**src/rtl/alu_sequencer.sv**
```systemverilog
// alu_sequencer: shares one 32-bit ALU between two requesters with round-robin arbitration,
// per-opcode EXEC latency (multicycle multiply) and a registered valid/ready response.
module alu_sequencer #(
  parameter int unsigned MUL_LAT = 3
) (
  input  logic        clk,
  input  logic        rst,
  input  logic        req0_valid,
  output logic        req0_ready,
  input  logic [3:0]  req0_op,
  input  logic [31:0] req0_x,
  input  logic [31:0] req0_y,
  input  logic        req1_valid,
  output logic        req1_ready,
  input  logic [3:0]  req1_op,
  input  logic [31:0] req1_x,
  input  logic [31:0] req1_y,
  output logic        rsp_valid,
  input  logic        rsp_ready,
  output logic        rsp_id,
  output logic [31:0] rsp_result,
  output logic [3:0]  rsp_flags,
  output logic        rsp_err,
  output logic        carry_q
);

  localparam logic [3:0] OP_ADD  = 4'd0;
  localparam logic [3:0] OP_ADC  = 4'd1;
  localparam logic [3:0] OP_SUB  = 4'd2;
  localparam logic [3:0] OP_AND  = 4'd3;
  localparam logic [3:0] OP_OR   = 4'd4;
  localparam logic [3:0] OP_XOR  = 4'd5;
  localparam logic [3:0] OP_NOT  = 4'd6;
  localparam logic [3:0] OP_SHL  = 4'd7;
  localparam logic [3:0] OP_SHR  = 4'd8;
  localparam logic [3:0] OP_SAR  = 4'd9;
  localparam logic [3:0] OP_REV  = 4'd10;
  localparam logic [3:0] OP_MULL = 4'd11;
  localparam logic [3:0] OP_MULH = 4'd12;
  localparam logic [3:0] MUL_CNT = 4'(MUL_LAT);

  typedef enum logic [1:0] {S_IDLE, S_EXEC, S_DONE} state_e;

  state_e      state_q, state_d;
  logic        last_q, last_d;
  logic [3:0]  op_q, op_d;
  logic [31:0] x_q, x_d, y_q, y_d;
  logic        id_q, id_d;
  logic [3:0]  cnt_q, cnt_d;
  logic        rsp_id_q, rsp_id_d;
  logic [31:0] res_q, res_d;
  logic [3:0]  flags_q, flags_d;
  logic        err_q, err_d;
  logic        carry_d;

  logic        grant_s, hs_s;
  logic [3:0]  sel_op_s;
  logic [32:0] sum_s, diff_s;
  logic [63:0] prod_s;
  logic [31:0] rev_s, alu_r_s;
  logic        alu_c_s, alu_v_s, alu_err_s, alu_arith_s;
  logic [3:0]  alu_flags_s;

  // Grant: a lone requester wins; on a tie the one not granted last wins.
  assign grant_s    = (req0_valid && !req1_valid) ? 1'b0 :
                      (req1_valid && !req0_valid) ? 1'b1 : !last_q;
  assign req0_ready = !rst && (state_q == S_IDLE) && !grant_s;
  assign req1_ready = !rst && (state_q == S_IDLE) && grant_s;
  assign hs_s       = (req0_valid && req0_ready) || (req1_valid && req1_ready);
  assign sel_op_s   = grant_s ? req1_op : req0_op;

  assign rsp_valid  = (state_q == S_DONE);
  assign rsp_id     = rsp_id_q;
  assign rsp_result = res_q;
  assign rsp_flags  = flags_q;
  assign rsp_err    = err_q;

  // ALU datapath, fed only from the latched operands.
  always_comb begin
    sum_s  = {1'b0, x_q} + {1'b0, y_q} + {32'd0, (op_q == OP_ADC) && carry_q};
    diff_s = {1'b0, x_q} - {1'b0, y_q};
    prod_s = {32'd0, x_q} * {32'd0, y_q};
    for (int i = 0; i < 32; i++) rev_s[i] = x_q[31-i];
    alu_r_s     = 32'd0;
    alu_c_s     = 1'b0;
    alu_v_s     = 1'b0;
    alu_err_s   = 1'b0;
    alu_arith_s = 1'b0;
    case (op_q)
      OP_ADD, OP_ADC: begin
        alu_r_s     = sum_s[31:0];
        alu_c_s     = sum_s[32];
        alu_v_s     = (x_q[31] == y_q[31]) && (sum_s[31] != x_q[31]);
        alu_arith_s = 1'b1;
      end
      OP_SUB: begin
        alu_r_s     = diff_s[31:0];
        alu_c_s     = diff_s[32];
        alu_v_s     = (x_q[31] != y_q[31]) && (diff_s[31] != x_q[31]);
        alu_arith_s = 1'b1;
      end
      OP_AND:  alu_r_s = x_q & y_q;
      OP_OR:   alu_r_s = x_q | y_q;
      OP_XOR:  alu_r_s = x_q ^ y_q;
      OP_NOT:  alu_r_s = ~x_q;
      OP_SHL:  alu_r_s = x_q << y_q[4:0];
      OP_SHR:  alu_r_s = x_q >> y_q[4:0];
      OP_SAR:  alu_r_s = $unsigned($signed(x_q) >>> y_q[4:0]);
      OP_REV:  alu_r_s = rev_s;
      OP_MULL: alu_r_s = prod_s[31:0];
      OP_MULH: alu_r_s = prod_s[63:32];
      default: alu_err_s = 1'b1;
    endcase
    alu_flags_s = alu_err_s ? 4'd0 : {alu_r_s == 32'd0, alu_r_s[31], alu_c_s, alu_v_s};
  end

  // Sequencer next-state: accept in IDLE, count down in EXEC, hold response in DONE.
  always_comb begin
    state_d  = state_q;
    last_d   = last_q;
    op_d     = op_q;
    x_d      = x_q;
    y_d      = y_q;
    id_d     = id_q;
    cnt_d    = cnt_q;
    rsp_id_d = rsp_id_q;
    res_d    = res_q;
    flags_d  = flags_q;
    err_d    = err_q;
    carry_d  = carry_q;
    case (state_q)
      S_IDLE: begin
        if (hs_s) begin
          last_d  = grant_s;
          id_d    = grant_s;
          op_d    = sel_op_s;
          x_d     = grant_s ? req1_x : req0_x;
          y_d     = grant_s ? req1_y : req0_y;
          cnt_d   = (sel_op_s == OP_MULL || sel_op_s == OP_MULH) ? MUL_CNT : 4'd1;
          state_d = S_EXEC;
        end else begin
          state_d = S_IDLE;
        end
      end
      S_EXEC: begin
        if (cnt_q == 4'd1) begin
          rsp_id_d = id_q;
          res_d    = alu_r_s;
          flags_d  = alu_flags_s;
          err_d    = alu_err_s;
          carry_d  = alu_arith_s ? alu_c_s : carry_q;
          state_d  = S_DONE;
        end else begin
          cnt_d = cnt_q - 4'd1;
        end
      end
      S_DONE: begin
        if (rsp_ready) begin
          state_d = S_IDLE;
        end else begin
          state_d = S_DONE;
        end
      end
      default: state_d = S_IDLE;
    endcase
  end

  // State and response registers; reset discards any in-flight operation.
  always_ff @(posedge clk or posedge rst) begin
    if (rst) begin
      state_q  <= S_IDLE;
      last_q   <= 1'b1;
      op_q     <= 4'd0;
      x_q      <= 32'd0;
      y_q      <= 32'd0;
      id_q     <= 1'b0;
      cnt_q    <= 4'd0;
      rsp_id_q <= 1'b0;
      res_q    <= 32'd0;
      flags_q  <= 4'd0;
      err_q    <= 1'b0;
      carry_q  <= 1'b0;
    end else begin
      state_q  <= state_d;
      last_q   <= last_d;
      op_q     <= op_d;
      x_q      <= x_d;
      y_q      <= y_d;
      id_q     <= id_d;
      cnt_q    <= cnt_d;
      rsp_id_q <= rsp_id_d;
      res_q    <= res_d;
      flags_q  <= flags_d;
      err_q    <= err_d;
      carry_q  <= carry_d;
    end
  end

endmodule

```
**config.mk**
```make
export PLATFORM = sky130hd
export DESIGN_NAME = alu_sequencer
export DESIGN_NICKNAME = d
export VERILOG_FILES = /design/src/rtl/alu_sequencer.sv
export SDC_FILE = /design/constraint.sdc
export NUM_CORES = 2
export LEC_CHECK = 0
export CORE_UTILIZATION = 55
export DETAILED_ROUTE_END_ITERATION = 8
export PLACE_DENSITY = 0.76
export SETUP_SLACK_MARGIN = 0.2
export SYNTH_ARGS = -nofsm -noshare
export SYNTH_HDL_FRONTEND = slang
export SYNTH_SLANG_ARGS = --single-unit
```
**constraint.sdc**
```tcl
create_clock -name clk -period 8.55 [get_ports clk]
set_clock_uncertainty 0.15 [all_clocks]
set_input_delay 2.565 -clock clk [delete_from_list [all_inputs] [get_ports clk]]
set_output_delay 2.565 -clock clk [all_outputs]
set_load 0.005 [all_outputs]
```
==> results of run 1 <==
kinds of logic after synthesis:
logic type / count (synthesis) / share of synthesized area (%)
AOI/OAI and AO/OA: 960 / 12.9
xor gates and xnor gates: 56 / 1.01
adders and majority gates: 1262 / 46.2
buffers and inverters: 1399 / 11.3
DFF: 115 / 5.90
muxes: 242 / 6.31
and+or+nand+nor: 1895 / 16.4
metrics by stage:
step / area (um2) / instances
detailed placement: 57300 / 7643
CTS: 58900 / 7710
floorplan: 48900 / 5929
global placement: 57300 / 7643
routing by layer:
layer  GRT overflow  GRT usage [%]
met3              4           41.4
met5              0           18.9
met1              5           71.3
met4             26           57.4
met2             27           83.1
repair_timing:
item / 4_1_cts
gates cloned: 2
setup buffers: 33
setup endpoints to repair: 23
resized for setup: 189
hold buffers: 0
pin swaps: 54
==> impl_results.md, run 1 <==
* Seq/Total Area, Yosys at between 5 and 6%
* Gr usage total at 64.8%
* Synth Register Bits at between 100 and 150
* Worst-path end type: register input
* Post-synth EDFFs at 0
* Top-count cell post-synth: inv_1
* # rows at about 110
* Worst setup endpoint GRT: rsp_flags[3]$_DFFE_PP0P_/D
* CTS buffer count at 17
* Last stage: global routing
* Yosys top cell by area: fa_1
* Port Buffers at around 180
* Distinct cells, synth at around 110
* Routability cong. at about 1.1
* Gr ovfl total at 62
* Number of clock sinks at about 120
* I/O Pins at 183
* Commonest cells in the synthesized netlist: inv_1, fa_1, nor2_1
* Largest net degree at the start of global routing at 90
* Synth top area cells: fa_1, ha_1, inv_1
* Asr flop ratio synth at between 90% and 100%
* YS warnings at 0
* Clock root buffer: clkbuf_16
* Top-area cell type share of the netlist area at 36.8%
* Starting Density at a little under three fifths
* Cell Area, Synth at approximately 49000 um2
* DP Worst Slack at -683 ps
* Syn nets at 7332
* Log Error: [ERROR GRT-0232] Routing congestion too high. Check the congestion heatmap in the GUI.
* Max H-tree Level at 4
* Die Wd at around 300 um
* Die H at approximately 300 um
* Ys flop type: dfrtp_1
* Status: aborted with a tool error
* Clock buffer depth at 2
* DP HPWL at about 200 mm
* Syn Area/Cell at slightly above 8 um2
* Gate Count Post-Synth at a little under 6000
==> run 2, diff against run 1 <==
Settings changed: CORE_UTILIZATION 55 to 40, PLACE_DENSITY 0.76 to default, PLACE_DENSITY_LB_ADDON from default to 0.15, SETUP_SLACK_MARGIN 0.2 to default.
Clock period 8.55 ns to 11.1 ns, I/O delays scaled along.
==> impl_results.md, run 2 <==
* Fmax at 91.6 MHz
* Synth top area cells: fa_1, ha_1, inv_1 (unchanged)
* Syn Area/Cell at 8.23 um2 (unchanged)
* Initial antenna violation count at 13
* Cell Area, Synth at 48800 um2 (unchanged)
* Final net count at between 7000 and 8000
* Clock buffer depth at 2 (unchanged)
* Critical Path RT at about 11000 ps
* Hold Path Depth at 2
* Top-area cell type share of the netlist area at 36.8% (unchanged)
* P&R area growth vs syn at 9.18%
* Syn nets at 7332 (unchanged)
* Worst setup EP type: flop
* Register Area at between 2000 and 3000 um2
* DR vias at 46200
* CTS buffer count at 17 (unchanged)
* Reg2reg start: y_q[17]
* Gate Count Post-Synth at 5929 (unchanged)
* First-pass GRT wire length at roughly 350 mm
* Met1 Use GR at between 50% and 60%
* Hold-fix buffers at CTS at 0 (unchanged)
* Number of clock sinks at 115 (unchanged)
* Routed Wire Length at 254 mm
* Critical path's largest stage delay at between 600 and 700 ps
* Gr ovfl total at 0
* CP startpoint kind: flop
* Routed len/inst at around 34 um
* Distinct cells, synth at 111 (unchanged)
* Worst hold start: rsp_flags[0]
* I/O Pins at 183 (unchanged)
* DRT iter0 DRCs at between 5000 and 6000
* Layout cells sized above 1 at ~6.9%
* Routability cong. at 1.07 (was 1.09)
* Critical path class: reg2reg
* Top Usage Layer GRT: met2
* YS warnings at 0 (unchanged)
* Critical path's top delay family: adder cells
* Minimum clock period at 10920 ps
* Sum of buffers and inverters on the critical path at 5
* Hold Violations, Final at 0
* Routed Antenna Nets at 0
* R2r worst-path depth at 27
* Seq/Total Area, Yosys at 5.90% (unchanged)
* Yosys top cell by area: fa_1 (unchanged)
* Slew margin rel. at between 1.5 and 2%
* CTS tree: built
* Worst path arrival time at 11240 ps
* Clock Latency Late Sink at 530 ps
* Die Area at around 120000 um2
* Asr flop ratio synth at 100% (unchanged)
* Status: completed (was aborted with a tool error)
* FF-to-FF End: rsp_flags[3]
* Largest net degree at the start of global routing at 94
* Multi-input logic area at just over 40000 um2
* Tcrit/Tclk final at just under 100%
* Starting Density at 40.5% (was 55.9%)
* Clock transition at the registers of the reported paths at 80 ps
* Met3 usage at a little under a tenth
* Core area at ~120000 um2
* Vias per inst at 6.11
* Commonest non-fill, non-tap cell in the layout: inv_1
* DP HPWL at 205 mm (about the same)
* # rows at 127 (was 108)
* Final core utilization at 44.2%
* Max H-tree Level at 4 (unchanged)
* Filler cells at around 12000
* Ys flop type: dfrtp_1 (unchanged)
* Slew Viols, Final at 0
* Top-count cell post-synth: inv_1 (unchanged)
* Die H at 351 um (was 300 um)
* Min-Delay Path Class: reg2reg
* Post-synth EDFFs at 0 (unchanged)
* Least-Margin Pin Slew at between 1000 and 1500 ps
* Gr usage total at about two fifths
* RSZ-0062 raised after global routing: false
* Synth Register Bits at 115 (unchanged)
* Critical Path Most Common Cell: fa_1
* Commonest cells in the synthesized netlist: inv_1, fa_1, nor2_1 (unchanged)
* Most frequent cells in the layout: inv_1, fa_1, nor2_1
* First drt pass iteration count at 6
* End of the worst hold path: rsp_flags[0]
* Port Buffers at 182 (unchanged)
* Number of global-route vias before repair at between 40000 and 50000
* R2R setup slack at approximately 180 ps
* Die Wd at 351 um (was 300 um)
* Clock root buffer: clkbuf_16 (unchanged)
* DRC Markers at 0
* GR Util met2 at around three fifths
* Crit-path max FO at 12
* Final setup violation count at 0
* Max-Cap Viols at 0
* Critical-path top delay cell: dfrtp_1
-- run 2: per-layer routing --
layer	part of all wire, %	up-vias
li1	-	19100
met1	39	23800
met2	42	2686
met3	9.6	600
met4	8.4	10
met5	0.029	-
-- run 2: how the worst max path moves through the flow --
stage / endpoint / depth (start not counted) / from
floorplan: rsp_flags[3] / 30 / y_q[2]
global placement: rsp_flags[3] / 28 / y_q[6]
detailed placement: rsp_flags[3] / 28 / y_q[6]
finish: rsp_flags[3] / 27 / y_q[17]
global route: rsp_flags[3] / 28 / x_q[22]
CTS: rsp_flags[3] / 28 / y_q[5]
-- run 2: area by class of cell --
cell class                 instances  share of cell area [%]
tap                             1612                    3.79
inverter                         979                    6.92
sequential                       115                    5.44
antenna                            6                  0.0282
clock inverter                    12                   0.315
clock buffer                      20                   0.857
multi-input combinational       4415                    76.0
timing repair buffer             403                    6.63
-- run 2: logic make-up (layout without fill, tap and decap cells) --
group                      count (synthesis)  in the layout  synth area share [%]
and+or+nand+nor                         1895           1895                  16.4
buffers and inverters                   1399           1414                  11.3
adders and majority gates               1262           1262                  46.2
AOI/OAI and AO/OA                        960            960                  12.9
muxes                                    242            242                  6.31
DFF                                      115            115                  5.90
xor gates and xnor gates                  56             56                  1.01
other                                      0              6                     0
-- run 2: worst register-to-register path, stage by stage (launching register included) --
cell and delay, ps:
dfrtp_1 690, buf_4 350, ha_1 440, inv_1 210, fa_1 560, fa_1 550, inv_1 50, fa_1 480
fa_1 570, fa_1 450, fa_1 460, fa_1 540, inv_1 70, fa_1 420, inv_1 370, ha_1 440
a21oi_1 260, o21a_1 360, nor3_1 140, o31ai_2 680, nand4b_1 660, a21oi_1 490, xor2_1 280, o221ai_1 260
nor4_1 350, nand4_1 140, nor4_1 250, a32o_2 190
-- run 2: metrics by stage --
| stage | hold slack [ps] | setup slack (ps) | setup TNS (ps) | std cells | instance area, um2 |
|---|---|---|---|---|---|
| 2_1_floorplan | 312 | 2030 | 0 | 5929 | 48800 |
| 3_3_place_gp | 311 | -102 | -102 | 7521 | 52600 |
| 3_5_place_dp | 321 | -117 | -117 | 7521 | 52600 |
| 4_1_cts | 334 | 53.8 | 0 | 7553 | 53200 |
| 5_1_grt | 366 | 81.3 | 0 | 7556 | 53300 |
| 6_report | 330 | 179 | 0 | 7562 | 53300 |
-- run 2: repair_timing --
item / in CTS / in global routing
endpoints found under the setup margin: 1 / 1
endpoints found under the hold margin: 0 / 0
buffers inserted: 0 / 3
gates resized for setup: 1 / 4
Power of run 2 is left out: the tool's default activity adds up to more than one toggle a clock period on the data nets, which glitch-free logic cannot reach.
